### config.mk
export PLATFORM = sky130hd
export DESIGN_NAME = mpb_arb
export DESIGN_NICKNAME = d
export VERILOG_FILES = /design/src/rtl/mpb_arb.sv
export SDC_FILE = /design/constraint.sdc
export NUM_CORES = 1
export LEC_CHECK = 0
export BUFFER_PORTS_ARGS = -buffer_cell sky130_fd_sc_hd__buf_2
export CORE_MARGIN = 10
export CORE_UTILIZATION = 38
export DETAILED_ROUTE_END_ITERATION = 12
export PLACE_DENSITY = 0.82
export SYNTH_ARGS = -nofsm -noshare
export SYNTH_HDL_FRONTEND = slang
export SYNTH_SLANG_ARGS = --single-unit
export TNS_END_PERCENT = 30
### constraint.sdc
create_clock -name mclk -period 1.9 [get_ports mclk]
set_clock_uncertainty 0.05 [all_clocks]
set_input_delay 0 -clock mclk [delete_from_list [all_inputs] [get_ports mclk]]
set_output_delay 0 -clock mclk [all_outputs]
set_load 0.05 [all_outputs]
### src/rtl/mpb_arb.sv
// mpb_arb: NM-master single-port SRAM arbiter (fixed/round-robin + starvation guard)
// Ports: m_* per-master req/grant/read-valid, ram_* SRAM macro, bist_* override, blk global block
module mpb_arb #(
  parameter int NM       = 3,
  parameter int AW       = 11,
  parameter int DW       = 8,
  parameter int RD_LAT   = 1,
  parameter int RR_EN    = 0,
  parameter int MAX_WAIT = 7
) (
  input  logic             mclk,
  input  logic             srst,
  input  logic [NM-1:0]    m_req,
  input  logic [NM-1:0]    m_we,
  input  logic [NM*AW-1:0] m_addr,
  input  logic [NM*DW-1:0] m_wdat,
  output logic [NM-1:0]    m_gnt,
  output logic [NM-1:0]    m_rvld,
  output logic [DW-1:0]    rdat,
  input  logic             blk,
  output logic             ram_ce,
  output logic             ram_we,
  output logic [AW-1:0]    ram_a,
  output logic [DW-1:0]    ram_d,
  input  logic [DW-1:0]    ram_q,
  input  logic             bist_en,
  input  logic             bist_wr,
  input  logic [AW-1:0]    bist_adr,
  input  logic [DW-1:0]    bist_wdat
);

  localparam logic [3:0]    LP_MAXW = 4'(MAX_WAIT);
  localparam logic [NM-1:0] LP_ONE  = NM'(1);

  logic [3:0]        r_wait [NM];
  logic [2:0]        r_rr_ptr;
  logic [RD_LAT-1:0] r_pv;
  logic [2:0]        r_pid [RD_LAT];

  logic [NM-1:0] w_starv;
  logic [NM-1:0] w_mask;
  logic [NM-1:0] w_hi;
  logic [NM-1:0] w_sel;
  logic [NM-1:0] w_gnt;
  logic [2:0]    w_gid;
  logic          w_en;
  logic          w_rd;
  logic          w_we_g;
  logic          w_v;
  logic [AW-1:0] w_a_g;
  logic [DW-1:0] w_d_g;

  // isolate the lowest set bit
  function automatic logic [NM-1:0] f_low(input logic [NM-1:0] v);
    return v & (~v + LP_ONE);
  endfunction

  // w_mask marks masters at or above rr_ptr; searching those first
  // and falling back to the full set gives the upward search with wrap
  always_comb begin
    w_starv = '0;
    w_mask  = '0;
    for (int i = 0; i < NM; i++) begin
      w_starv[i] = m_req[i] & (r_wait[i] >= LP_MAXW);
      w_mask[i]  = (3'(i) >= r_rr_ptr);
    end
    w_hi = m_req & w_mask;
    if (|w_starv)
      w_sel = f_low(w_starv);
    else if (RR_EN == 0)
      w_sel = f_low(m_req);
    else if (|w_hi)
      w_sel = f_low(w_hi);
    else
      w_sel = f_low(m_req);
  end

  assign w_en  = ~(blk | bist_en | srst);
  assign w_gnt = w_en ? w_sel : '0;
  assign m_gnt = w_gnt;

  always_comb begin
    w_gid  = '0;
    w_we_g = 1'b0;
    w_a_g  = '0;
    w_d_g  = '0;
    for (int i = 0; i < NM; i++) begin
      if (w_gnt[i]) begin
        w_gid  = 3'(i);
        w_we_g = m_we[i];
        w_a_g  = m_addr[i*AW +: AW];
        w_d_g  = m_wdat[i*DW +: DW];
      end
    end
  end

  assign w_rd = |(w_gnt & ~m_we);

  assign ram_ce = ~srst & (bist_en | (|w_gnt));
  assign ram_we = ~srst & (bist_en ? bist_wr : w_we_g);
  assign ram_a  = bist_en ? bist_adr  : w_a_g;
  assign ram_d  = bist_en ? bist_wdat : w_d_g;

  always_ff @(posedge mclk or posedge srst) begin
    if (srst)
      r_rr_ptr <= '0;
    else if ((RR_EN != 0) && (|w_gnt))
      r_rr_ptr <= (w_gid == 3'(NM-1)) ? 3'd0 : w_gid + 3'd1;
  end

  always_ff @(posedge mclk or posedge srst) begin
    if (srst) begin
      for (int i = 0; i < NM; i++)
        r_wait[i] <= '0;
    end else begin
      for (int i = 0; i < NM; i++) begin
        if (w_gnt[i] | ~m_req[i])
          r_wait[i] <= '0;
        else if (r_wait[i] != 4'hF)
          r_wait[i] <= r_wait[i] + 4'd1;
      end
    end
  end

  always_ff @(posedge mclk or posedge srst) begin
    if (srst) begin
      r_pv <= '0;
      for (int i = 0; i < RD_LAT; i++)
        r_pid[i] <= '0;
    end else begin
      r_pv[0]  <= w_rd;
      r_pid[0] <= w_gid;
      for (int i = 1; i < RD_LAT; i++) begin
        r_pv[i]  <= r_pv[i-1];
        r_pid[i] <= r_pid[i-1];
      end
    end
  end

  assign w_v = r_pv[RD_LAT-1] & ~srst;

  always_comb begin
    m_rvld = '0;
    for (int i = 0; i < NM; i++)
      m_rvld[i] = w_v & (r_pid[RD_LAT-1] == 3'(i));
  end

  assign rdat = w_v ? ram_q : '0;

endmodule

---- Word-level counts from Yosys, hierarchy flattened ----
Index checks and enable logic that the tools add are counted.
storage, ports and cells
  register bits ........................... 16
  output and inout bits ................... 35
operators by class
  order comparisons ....................... 3
  reduce and logical (&&, ||, !) cells .... 7
  add/subtract/negate cells ............... 5
  equal/unequal tests ..................... 5
  bitwise gates (word level) .............. 25
  mux-type cells .......................... 23
operator list
  kind                   number
  $mux W11               4
  $mux W8                5
  $mux W4                6
  $add A4 B1 Y4 const B  3
  $ge A4 B3 Y1 const B   3
  $ne A4 B4 Y1 const B   3
  $and A1 B1 Y1          9
  $and A3 B3 Y3          3
  $mux W3                3
  $not A3 Y3             3
  $reduce_or A3 Y1       3
  $add A3 B1 Y3 const B  2
  $or A1 B1 Y1           6
  $reduce_bool A2 Y1     3
  $mux W1                5
  $not A1 Y1             4
  $eq A3 B1 Y1 const B   1
  $eq A3 B2 Y1 const B   1
  $logic_not A3 Y1       1

---- Longest topological paths before layout ----
  word-level depth ........................ 12
  mapped depth ............................ 8

---- Worst setup path after synthesis ----
Ideal clock, no wire load.
  kind .................................... register to output
  start ................................... register r_wait[4] in the netlist's numbering
  end ..................................... output ram_we
  arrival ................................. 2403 ps
  stages on the path, launching flop included .. 7
  data required time ...................... 1850 ps
  slack ................................... -553 ps
  cells stage by stage .................... dfrtp_1 > ha_1 > a21oi_2 > nor2_1 > o31ai_4 > a211oi_1 > nor4b_2
on the way
  longest elaborated chain between the ends .. 11
RTL lines
  what                               line  source
  from (decl)                        35    logic [3:0] r_wait [NM];
  from (signal, indexed assignment)  120   r_wait[i] <= r_wait[i] + 4'd1;
  $ge A4 B3 Y1 *                     64    w_starv[i] = m_req[i] & (r_wait[i] >= LP_MAXW);
  $and A1 B1 Y1 *                    64
  $not A3 Y3                         55    return v & (~v + LP_ONE);
  $add A3 B1 Y3                      55
  $and A3 B3 Y3                      55
  $mux W3 *                          68    if (|w_starv)
  $mux W3 *                          79    assign w_gnt = w_en ? w_sel : '0;
  $mux W1                            88    if (w_gnt[i]) begin
  $mux W1 *                          88
  $mux W1 *                          100   assign ram_we = ~srst & (bist_en ? bist_wr : w_we_g);
  $and A1 B1 Y1 *                    100
  to (decl)                          22    output logic ram_we,
Every way passes the cells marked *; elsewhere a longest branch is shown, timed or not.

---- Final worst setup path ----
  start ................................... register r_wait[5] in the netlist's numbering
  end ..................................... output ram_a[9]
on the way
  longest elaborated chain between the ends .. 10
RTL lines
  what             line  source
  $ge A4 B3 Y1 *   64
  $and A1 B1 Y1 *  64
  $not A3 Y3       55
  $add A3 B1 Y3    55
  $and A3 B3 Y3    55
  $mux W3 *        68
  $mux W3 *        79
  $mux W11         88
  $mux W11 *       88
  $mux W11 *       101   assign ram_a = bist_en ? bist_adr : w_a_g;
  to (decl)        23    output logic [AW-1:0] ram_a,
Marked as above.

==> flow_metrics.py <==
metrics = {
    "run_status": {
        "status": "finished, violations left",
        "violations": "setup timing",
    },
    "synth": {
        "synth.distinct_cells": 36,
        "ys_async_sr_fraction_pct": 100,
        "syn_nets": 269,
        "yosysSeqAreaShare_pct": 26.2,
        "synth.cell_area_mm2": 0.00143,
        "synth_seq_cells": 15,
        "yosysTopAreaCell": "dfrtp_1",
        "synth-edff-count": 0,
        "synth_top_area_share_pct": 26.2,
        "syn_inst": 171,
        "synth_ff_type": "dfrtp_1",
        "synth_area_leaders": "dfrtp_1 (26%), a221oi_2 (9.4%), nor2_1 (9.2%), o22ai_1 (7.4%), a221oi_1 (4.9%)",
        "yosysWarningCount": 0,
        "syn-mean-instance-area_um2": 8.37,
    },
    "die": {
        "die_area_mm2": 0.00662,
        "die_w_um": 81.4,
        "start_util_pct": 39.1,
        "coreArea_mm2": 0.00366,
        "fp.dieH_um": 81.4,
        "top_level_ports": 130,
        "rows": 22,
    },
    "cells_and_area": {
        "fin_cells": 378,
        "nFillCells": 214,
        "postLayoutCoreUtil_pct": 83.3,
        "multi_input_area_mm2": 0.00141,
        "nets": 429,
        "postLayoutCellArea_mm2": 0.00305,
        "area_growth_pct": 113,
        "num_antenna_cells": 0,
        "drive_above_1_share_pct": 72.1,
        "regArea_um2": 375,
    },
    "place": {
        "gp_congestion": 0.832,
        "placed_cell_area_mm2": 0.00244,
        "portBuffers": 129,
        "dp_hpwl_um": 5330,
        "numPlacedInstances": 369,
    },
    "worst_setup_path": {
        "crit_buf_inv": 2,
        "rr_startpoint": "r_wait[0]",
        "arrival_ns": 2.26,
        "cp-end-kind": "output pin",
        "worstSetupPathType": "reg2out",
        "slowest_delay_ns": 0.44,
        "crit_path_max_fanout": 9,
        "reg2regPathDepth": 7,
        "reg2reg_slack_ns": -0.07,
        "required_ns": 1.85,
        "r2r-end": "r_pv",
        "cp_slowest_cell": "dfrtp_1",
        "path_cells": "ha_4 > a21oi_4 > nand3_1 > o2111a_2 > buf_12 > a221oi_2 > nor2_2 > buf_6",
        "critPathLaunchType": "flop",
        "cp.depth": 8,
        "crit_family": "compound AO/OA/AOI/OAI gates",
    },
    "route": {
        "wl_per_cell_um": 21.8,
        "route.detailed.drc": 0,
        "first_iter_violations": 146,
        "first_pass_iters": 8,
        "ant_nets": 0,
        "drt-total-wl_um": 8250,
        "via_per_inst": 5.78,
        "via_count": 2184,
    },
    "clock_network": {
        "clk_pin_slew_ns": 0.07,
        "cts.path.max_buffers": 2,
        "cts_sinks": 15,
        "clock_latency_ns": 0.25,
        "cts_max_level": 1,
        "numCtsBuffers": 3,
        "cts_tree": "built",
        "cts-root-buf": "clkbuf_8",
    },
    "sta": {
        "final_hold_viol_count": 0,
        "slew_headroom_pct": 61.7,
        "clock.fmax_ghz": 0.434,
        "fin_ws_ns": -0.405,
        "drv_slew": 0,
        "tightest_slew_ns": 0.573,
        "post-route-period-util_pct": 121,
        "rsz0062_at_grt": "yes",
        "setup_viol": 31,
        "period_minus_slack_ns": 2.31,
    },
    "global_routing": {
        "grt_pass1_vias": 2201,
        "grt_pass1_wl_um": 10600,
        "grt_max_degree": 20,
        "antenna_found_initial": 0,
        "overflow": 0,
        "grt_use_total_pct": 20.2,
    },
    "pwr": {
        "p_total_uw": 1330,
        "p_leak_uw": 0.00144,
        "ir_drop_v": 0.000380,
        "p_per_area_mw_per_mm2": 437,
    },
    "min_path": {
        "hp-start": "m_req[1]",
        "whs_path_depth": 2,
        "hp-class": "in2reg",
        "min_to": "r_pid[0]",
    },
    "flow_run": {
        "maxCapViolCount": 0,
    },
}
## state kept, by name, summed over array words and instances, names as in the netlist
register  count
r_wait       12
r_pid         2
r_pv          1
## layer usage
metal / wire length, um / vias up / track usage (%)
li1: - / 971 / -
met1: 2810 / 1033 / 21.0
met2: 4240 / 158 / 38.7
met3: 906 / 22 / 4.86
met4: 284 / 0 / 6.40
met5: 0 / - / 0
## cells in the final DEF (no fill, tap or decap), types with 3 or more instances in the layout
cell type / count
buf_2: 105
buf_4: 28
buf_6: 20
nor2_1: 15
dfrtp_1: 15
nor2_2: 14
o22ai_2: 13
a221oi_4: 11
and2_1: 8
nand3_1: 7
nand2_1: 6
nor2_4: 6
a221oi_2: 6
nor3_1: 5
buf_8: 5
a22oi_1: 4
a31oi_1: 3
inv_1: 3
xnor2_1: 3
mux2i_1: 3
o22ai_4: 3
o21ai_0: 3
nor3b_1: 3
clkbuf_8: 3
dlygate4sd3_1: 3
buf_12: 3
## stage by stage
stage               setup TNS [ns]  hold WS [ns]  setup WS, ns
finish                       -8.00        0.0111        -0.405
global route                -10.42        0.0189        -0.479
CTS                          -6.15       0.00712        -0.292
detailed placement           -1.88        0.0256        -0.145
global placement            -0.657      -0.00147       -0.0695
floorplan                    -1.79        -0.135        -0.166
## area by class of cell
class                           instances  share of cell area, %
Multi-Input combinational cell        141                   46.2
Timing Repair Buffer                  164                   36.9
Sequential cell                        15                   12.3
Tap cell                               48                   1.97
Clock buffer                            3                   1.35
Inverter                                6                  0.944
Clock inverter                          1                  0.246
## report_power, final
| group | leakage [uW] | switching (uW) | internal, uW |
|---|---|---|---|
| clock network | 0.0000217 | 135 | 147 |
| logic | 0.00122 | 397 | 299 |
| registers | 0.000202 | 16.5 | 337 |
| total | 0.00144 | 548 | 784 |
## timing repair
| action | CTS | global route |
|---|---|---|
| buffers inserted | 1 | 1 |
| hold endpoints to repair | 8 | 0 |
| setup endpoints to repair | 28 | 33 |
| resized for setup | 82 | 23 |
| cloned | 0 | 0 |
| hold buffers | 3 | 0 |
| pin swaps | 17 | 6 |
## worst max-delay path by stage
| stage | endpoint | slack [ns] | startpoint |
|---|---|---|---|
| after global routing | ram_d[3] | -0.48 | r_wait[5] |
| after floorplan | ram_we | -0.17 | r_wait[9] |
| after global placement | ram_d[3] | -0.07 | r_wait[4] |
| after CTS | ram_d[6] | -0.29 | r_wait[5] |
| final | ram_a[9] | -0.41 | r_wait[5] |
| after detailed placement | ram_d[4] | -0.15 | r_wait[9] |
## logic make-up after synthesis
family | count (synthesis) | share of synthesized area, %
muxes | 3 | 2.10
DFF | 15 | 26.2
buffers and inverters | 15 | 6.12
adders and majority gates | 3 | 2.62
xor gates and xnor gates | 3 | 1.84
and+or+nand+nor | 75 | 25.7
AOI/OAI and AO/OA | 57 | 35.4
## synth_stat cells (4+ instances only)
library cell  count
a22oi_1           4
a221oi_1          8
nor3_1            6
nand2_1           8
dfrtp_1          15
inv_1             4
buf_2             4
a221oi_2          9
o22ai_1          17
nand3_1           7
and2_1            8
nor2_1           35
No activity file was read; power rests on OpenSTA's default activity.
